--- config.mk ---
export PLATFORM = sky130hd
export DESIGN_NAME = dmem_arbiter_flat
export DESIGN_NICKNAME = d
export VERILOG_FILES = /design/src/rtl/dmem_arbiter_if.sv /design/src/rtl/dmem_arbiter.sv /design/src/flat_wrapper.sv
export SDC_FILE = /design/constraint.sdc
export NUM_CORES = 1
export LEC_CHECK = 0
export ABC_AREA = 1
export CAP_MARGIN = 40
export CORE_ASPECT_RATIO = 1.1
export CORE_MARGIN = 2
export CORE_UTILIZATION = 37
export CTS_BUF_LIST = sky130_fd_sc_hd__clkbuf_2 sky130_fd_sc_hd__clkbuf_4 sky130_fd_sc_hd__clkbuf_8
export CTS_CLUSTER_DIAMETER = 30
export DETAILED_ROUTE_END_ITERATION = 8
export PLACE_DENSITY = 0.93
export SETUP_SLACK_MARGIN = 0.4
export SYNTH_ARGS = -nofsm -noshare
export SYNTH_HDL_FRONTEND = slang
export SYNTH_SLANG_ARGS = --single-unit
--- constraint.sdc ---
create_clock -name clk -period 2.3 [get_ports clk]
set_input_delay 0.46 -clock clk [delete_from_list [all_inputs] [get_ports clk]]
set_output_delay 0.46 -clock clk [all_outputs]
set_load 0.005 [all_outputs]
--- src/rtl/dmem_arbiter_if.sv ---
// Bus bundle between the core/host requesters, the arbiter and the data memory.
// The arbiter uses the slave view; the requester and memory side uses the master view.
interface dmem_arbiter_if;
    logic       core_req;
    logic       core_we;
    logic [7:0] core_addr;
    logic [7:0] core_wdata;
    logic       core_gnt;
    logic       core_rvalid;
    logic [7:0] core_rdata;

    logic       host_req;
    logic       host_we;
    logic       host_lock;
    logic [7:0] host_addr;
    logic [7:0] host_wdata;
    logic       host_gnt;
    logic       host_rvalid;
    logic [7:0] host_rdata;

    logic       mem_wr_en;
    logic [7:0] mem_addr;
    logic [7:0] mem_dat_in;
    logic [7:0] mem_dat_out;

    modport slave (
        input  core_req, core_we, core_addr, core_wdata,
        output core_gnt, core_rvalid, core_rdata,
        input  host_req, host_we, host_lock, host_addr, host_wdata,
        output host_gnt, host_rvalid, host_rdata,
        output mem_wr_en, mem_addr, mem_dat_in,
        input  mem_dat_out
    );

    modport master (
        output core_req, core_we, core_addr, core_wdata,
        input  core_gnt, core_rvalid, core_rdata,
        output host_req, host_we, host_lock, host_addr, host_wdata,
        input  host_gnt, host_rvalid, host_rdata,
        input  mem_wr_en, mem_addr, mem_dat_in,
        output mem_dat_out
    );
endinterface

--- src/rtl/dmem_arbiter.sv ---
// Two-requester (core/host) data-memory arbiter with round-robin, host lock and core anti-starvation.
// Define DMEM_ARB_STATS_EN to enable the contention counter on stat_conflicts_o.
module dmem_arbiter #(
    parameter int unsigned MAX_WAIT = 8
) (
    input  logic           clk,
    input  logic           reset,
    input  logic           start_i,
    dmem_arbiter_if.slave  bus,
    output logic [15:0]    stat_conflicts_o
);

    localparam logic [1:0] ST_IDLE = 2'd0;
    localparam logic [1:0] ST_CORE = 2'd1;
    localparam logic [1:0] ST_HOST = 2'd2;
    localparam logic [3:0] WAIT_MAX = 4'(MAX_WAIT);

    logic [1:0] state_q, state_d;
    logic       lock_q, lock_d;
    logic       last_core_q, last_core_d;
    logic [3:0] wait_q, wait_d;
    logic       core_rvalid_q, core_rvalid_d;
    logic       host_rvalid_q, host_rvalid_d;
    logic [7:0] core_rdata_q, core_rdata_d;
    logic [7:0] host_rdata_q, host_rdata_d;

    logic core_elig, host_elig;
    logic core_win, host_win;

    assign core_elig = bus.core_req & ~start_i;
    assign host_elig = bus.host_req;

    // Priority when both are eligible: starved core, then locked host, then round-robin.
    always_comb begin
        core_win = 1'b0;
        host_win = 1'b0;
        if (core_elig && host_elig) begin
            if (wait_q == WAIT_MAX) begin
                core_win = 1'b1;
            end else if (lock_q) begin
                host_win = 1'b1;
            end else if (last_core_q) begin
                host_win = 1'b1;
            end else begin
                core_win = 1'b1;
            end
        end else begin
            core_win = core_elig;
            host_win = host_elig;
        end
    end

    always_comb begin
        state_d       = state_q;
        lock_d        = lock_q;
        last_core_d   = last_core_q;
        wait_d        = wait_q;
        core_rvalid_d = 1'b0;
        host_rvalid_d = 1'b0;
        core_rdata_d  = core_rdata_q;
        host_rdata_d  = host_rdata_q;
        case (state_q)
            ST_IDLE: begin
                if (core_win) begin
                    state_d     = ST_CORE;
                    last_core_d = 1'b1;
                end else if (host_win) begin
                    state_d     = ST_HOST;
                    last_core_d = 1'b0;
                end
                if (!bus.host_req) begin
                    lock_d = 1'b0;
                end
                if (!bus.core_req || core_win) begin
                    wait_d = 4'd0;
                end else if (wait_q < WAIT_MAX) begin
                    wait_d = wait_q + 4'd1;
                end
            end
            ST_CORE: begin
                state_d = ST_IDLE;
                if (!bus.core_we) begin
                    core_rvalid_d = 1'b1;
                    core_rdata_d  = bus.mem_dat_out;
                end
            end
            ST_HOST: begin
                state_d = ST_IDLE;
                lock_d  = bus.host_lock;
                if (!bus.host_we) begin
                    host_rvalid_d = 1'b1;
                    host_rdata_d  = bus.mem_dat_out;
                end
            end
            default: state_d = ST_IDLE;
        endcase
    end

    always_ff @(posedge clk) begin
        if (reset) begin
            state_q       <= ST_IDLE;
            lock_q        <= 1'b0;
            last_core_q   <= 1'b0;
            wait_q        <= 4'd0;
            core_rvalid_q <= 1'b0;
            host_rvalid_q <= 1'b0;
            core_rdata_q  <= 8'd0;
            host_rdata_q  <= 8'd0;
        end else begin
            state_q       <= state_d;
            lock_q        <= lock_d;
            last_core_q   <= last_core_d;
            wait_q        <= wait_d;
            core_rvalid_q <= core_rvalid_d;
            host_rvalid_q <= host_rvalid_d;
            core_rdata_q  <= core_rdata_d;
            host_rdata_q  <= host_rdata_d;
        end
    end

    // Writes are suppressed while reset is high, and for the core also while start is high.
    always_comb begin
        bus.mem_wr_en  = 1'b0;
        bus.mem_addr   = 8'd0;
        bus.mem_dat_in = 8'd0;
        if (state_q == ST_CORE) begin
            bus.mem_wr_en  = bus.core_we & ~start_i & ~reset;
            bus.mem_addr   = bus.core_addr;
            bus.mem_dat_in = bus.core_wdata;
        end else if (state_q == ST_HOST) begin
            bus.mem_wr_en  = bus.host_we & ~reset;
            bus.mem_addr   = bus.host_addr;
            bus.mem_dat_in = bus.host_wdata;
        end
    end

    assign bus.core_gnt    = (state_q == ST_CORE);
    assign bus.host_gnt    = (state_q == ST_HOST);
    assign bus.core_rvalid = core_rvalid_q;
    assign bus.host_rvalid = host_rvalid_q;
    assign bus.core_rdata  = core_rdata_q;
    assign bus.host_rdata  = host_rdata_q;

`ifdef DMEM_ARB_STATS_EN
    logic [15:0] stat_q, stat_d;

    always_comb begin
        stat_d = stat_q;
        if (state_q == ST_IDLE && core_elig && host_elig && stat_q != 16'hFFFF) begin
            stat_d = stat_q + 16'd1;
        end
    end

    always_ff @(posedge clk) begin
        if (reset) begin
            stat_q <= 16'd0;
        end else begin
            stat_q <= stat_d;
        end
    end

    assign stat_conflicts_o = stat_q;
`else
    assign stat_conflicts_o = 16'd0;
`endif

endmodule

--- src/flat_wrapper.sv ---
// flat-port wrapper written by rule: the top's interface ports become plain ports
module dmem_arbiter_flat 
#(
    parameter int unsigned MAX_WAIT = 8
)
  (clk, reset, start_i, stat_conflicts_o, bus_core_req, bus_core_we, bus_core_addr, bus_core_wdata, bus_core_gnt, bus_core_rvalid, bus_core_rdata, bus_host_req, bus_host_we, bus_host_lock, bus_host_addr, bus_host_wdata, bus_host_gnt, bus_host_rvalid, bus_host_rdata, bus_mem_wr_en, bus_mem_addr, bus_mem_dat_in, bus_mem_dat_out);
  dmem_arbiter_if bus_i ();
  input  logic clk;
  input  logic reset;
  input  logic start_i;
  output logic [15:0] stat_conflicts_o;
  input wire logic [$bits(bus_i.core_req)-1:0] bus_core_req;
  input wire logic [$bits(bus_i.core_we)-1:0] bus_core_we;
  input wire logic [$bits(bus_i.core_addr)-1:0] bus_core_addr;
  input wire logic [$bits(bus_i.core_wdata)-1:0] bus_core_wdata;
  output wire logic [$bits(bus_i.core_gnt)-1:0] bus_core_gnt;
  output wire logic [$bits(bus_i.core_rvalid)-1:0] bus_core_rvalid;
  output wire logic [$bits(bus_i.core_rdata)-1:0] bus_core_rdata;
  input wire logic [$bits(bus_i.host_req)-1:0] bus_host_req;
  input wire logic [$bits(bus_i.host_we)-1:0] bus_host_we;
  input wire logic [$bits(bus_i.host_lock)-1:0] bus_host_lock;
  input wire logic [$bits(bus_i.host_addr)-1:0] bus_host_addr;
  input wire logic [$bits(bus_i.host_wdata)-1:0] bus_host_wdata;
  output wire logic [$bits(bus_i.host_gnt)-1:0] bus_host_gnt;
  output wire logic [$bits(bus_i.host_rvalid)-1:0] bus_host_rvalid;
  output wire logic [$bits(bus_i.host_rdata)-1:0] bus_host_rdata;
  output wire logic [$bits(bus_i.mem_wr_en)-1:0] bus_mem_wr_en;
  output wire logic [$bits(bus_i.mem_addr)-1:0] bus_mem_addr;
  output wire logic [$bits(bus_i.mem_dat_in)-1:0] bus_mem_dat_in;
  input wire logic [$bits(bus_i.mem_dat_out)-1:0] bus_mem_dat_out;
  assign bus_i.core_req = bus_core_req;
  assign bus_i.core_we = bus_core_we;
  assign bus_i.core_addr = bus_core_addr;
  assign bus_i.core_wdata = bus_core_wdata;
  assign bus_core_gnt = bus_i.core_gnt;
  assign bus_core_rvalid = bus_i.core_rvalid;
  assign bus_core_rdata = bus_i.core_rdata;
  assign bus_i.host_req = bus_host_req;
  assign bus_i.host_we = bus_host_we;
  assign bus_i.host_lock = bus_host_lock;
  assign bus_i.host_addr = bus_host_addr;
  assign bus_i.host_wdata = bus_host_wdata;
  assign bus_host_gnt = bus_i.host_gnt;
  assign bus_host_rvalid = bus_i.host_rvalid;
  assign bus_host_rdata = bus_i.host_rdata;
  assign bus_mem_wr_en = bus_i.mem_wr_en;
  assign bus_mem_addr = bus_i.mem_addr;
  assign bus_mem_dat_in = bus_i.mem_dat_in;
  assign bus_i.mem_dat_out = bus_mem_dat_out;
  dmem_arbiter #(.MAX_WAIT(MAX_WAIT)) u_core (.clk(clk), .reset(reset), .start_i(start_i), .bus(bus_i), .stat_conflicts_o(stat_conflicts_o));
endmodule
==> results_dict.tcl <==
set metrics [dict create \
    hold_viol_final 0 \
    placed_area_mm2 0.00217 \
    max_cap_violations 0 \
    htree_num_levels 1 \
    status "completed" \
    start_util 0.392 \
    cts_hold_buf 0 \
    rows 22 \
    synth_fa_ha_area_frac 0.0189 \
    crit_type "register to primary output" \
    track_usage 0.246 \
    worstPathRequired_ns 1.84 \
    design_area_mm2 0.00253 \
    rr_worst_depth 10 \
    grt_max_degree 20 \
    whs_path_depth 2 \
    cts_made_buffers 3 \
    crit_arrival_ns 1.55 \
    slew_violations 0 \
    fin_tns_setup_ns 0 \
    ys_seq_area_frac 0.392 \
    port_buffers 84 \
    reg2reg_to "u_core.bus.host_rdata[1]" \
    die_width_um 61.1 \
    wl_per_cell_um 16.2 \
    clock-sinks 26 \
    worstSkewPairLatency_ns 0.32 \
    path_clk_slew_ns 0.14 \
    gp_congestion 0.847 \
    syn_avg_cell_area_um2 7.71 \
    synth_compound_area_frac 0.221 \
    drc_errors 0 \
    cts_root_buffer "clkbuf_4" \
    first_pass_iters 4 \
    grt_pass1_vias 1540 \
    hp-class "register to register" \
    leakagePower_uw 0.00109 \
    min_period_over_period 0.872 \
    syn2layout_area_growth_pct 90.5 \
    avgViaCountPerCell 5.05 \
    syn_area_mm2 0.00133 \
    ir_drop_v 0.000312 \
    cts_tree "yes" \
    ys_types 20 \
    timing.rr.start "u_core.state_q[0]" \
    rsz0062_at_grt "yes" \
    dpl.hpwl_um 3230 \
    fp.coreArea_mm2 0.00339 \
    post-route-min-period_ns 2.01 \
    vias 1723 \
    cts_buffer_depth 2 \
    synth-xor-area-share 0 \
    antenna_found_initial 0 \
    placed_cells 302 \
    ios 101 \
    end_kind "primary output" \
    n_antenna_cell 0 \
    worstHoldStart "u_core.bus.host_rdata[6]" \
    grt_first_pass_wirelength_um 7480 \
    muxShareOfSynthArea 0 \
    ys_warn_count 0 \
    final_util 0.746 \
    fin_cells 341 \
    synth_top_family_by_area "compound AO/OA/AOI/OAI gates" \
    setup_viol 0 \
    crit_fanout 5 \
    ys_ff_latch 26 \
    powerDensity_mw_per_mm2 482 \
    start_kind "register" \
    drive_gt1_frac 0.239 \
    fmax_mhz 499 \
    nNetsFinal 344 \
    hold_end "u_core.bus.host_rdata[6]" \
    drtIter0Drc 102 \
    yosys.area_share.simple 0.210 \
    die_y_um 66.8 \
    syn_inst 172 \
    dieArea_mm2 0.00408 \
    totalWireLength_um 5530 \
    grt_overflow_total 0 \
    ant_nets 0 \
    fin_worst_skew_ns 0.00251 \
    rrSetupSlack_ns 0.58 \
]
where the power goes:
| part | switching, uW | internal [uW] | total (uW) |
|---|---|---|---|
| Combinational | 179 | 244 | 423 |
| Clock | 136 | 176 | 312 |
| Sequential | 12.6 | 469 | 482 |
| Total | 328 | 889 | 1220 |
registers in the layout (all words and copies together) (netlist names):
name / cells
u_core.bus.core_rdata: 8
u_core.bus.host_rdata: 8
u_core.wait_q: 4
u_core.state_q: 2
u_core.bus.core_rvalid: 1
u_core.bus.host_rvalid: 1
u_core.last_core_q: 1
u_core.lock_q: 1
synth_stat cells:
cell type	count	area, um2
a21oi_1	23	115
a22o_1	16	140
a22oi_1	1	7.51
a32o_1	1	10.0
buf_2	2	10.0
buf_4	18	135
clkbuf_1	2	7.51
clkinv_1	2	7.51
conb_1	1	3.75
dfxtp_1	26	521
ha_1	2	25.0
inv_1	11	41.3
inv_2	1	3.75
nand2_1	30	113
nand3_1	20	100
nand4_1	2	12.5
nor2_1	7	26.3
nor2_4	2	22.5
nor3_1	1	5.00
o21ai_0	4	20.0
cell usage in the layout (no fill, tap or decap), drive strengths merged, types with 4 or more instances in the layout:
cell / count
a21oi: 23
conb: 16
clkdlybuf4s50: 64
dfxtp: 26
o21ai: 4
buf: 47
inv: 12
a22o: 16
nand3: 20
nand2: 30
clkbuf: 11
nor2: 12
how the worst max path moves through the flow:
stage,start,end
final,u_core.state_q[0],bus_mem_addr[1]
after global routing,u_core.state_q[0],bus_mem_addr[1]
after CTS,u_core.state_q[0],bus_mem_dat_in[4]
after detailed placement,bus_core_we,bus_mem_wr_en
after global placement,bus_core_we,bus_mem_wr_en
after floorplan,u_core.state_q[1],bus_mem_addr[5]
what timing repair did:
item                       4_1_cts  5_1_grt
setup buffers                   23        8
setup endpoints to repair       19       18
cloned                           4        0
resized for setup               59       34
pin swaps                       15       12
logic make-up (layout without fill, tap and decap cells):
logic type,Yosys count,in the layout
other cells,1,16
compound gates,45,45
buf+inv,36,139
fa+ha+maj,2,2
flops,26,26
simple gates,62,65
per-layer routing:
metal | share of wire | vias to the layer above | GRT usage
li1 | - | 807 | -
met1 | 0.35 | 794 | 0.266
met2 | 0.51 | 105 | 0.448
met3 | 0.11 | 17 | 0.0485
met4 | 0.034 | 0 | 0.106
met5 | 0 | - | 0
through the flow:
step	hold slack, ns	setup slack, ns	total power [uW]
after global routing	0.491	0.239	1270
after floorplan	0.457	0.857	633
final	0.471	0.294	1220
after CTS	0.472	0.258	1180
after detailed placement	0.453	0.0396	804
after global placement	0.449	0.0465	797
cell type report:
type | count | area, um2
clock buffers | 3 | 22.5
clock inverters | 1 | 30.0
fillers | 250 | 860
inverters | 14 | 56.3
multi-input cells | 128 | 696
flip-flops and latches | 26 | 526
well taps | 48 | 60.1
repair buffers | 121 | 1140
worst max-delay path: stages, from the launching register on:
cell and delay [ns]:
dfxtp_4 0.39, buf_6 0.10, buf_12 0.12, nor2_4 0.05, buf_4 0.14, buf_4 0.13
a22o_1 0.17, buf_2 0.12
No activity file was read; power rests on OpenSTA's default activity.
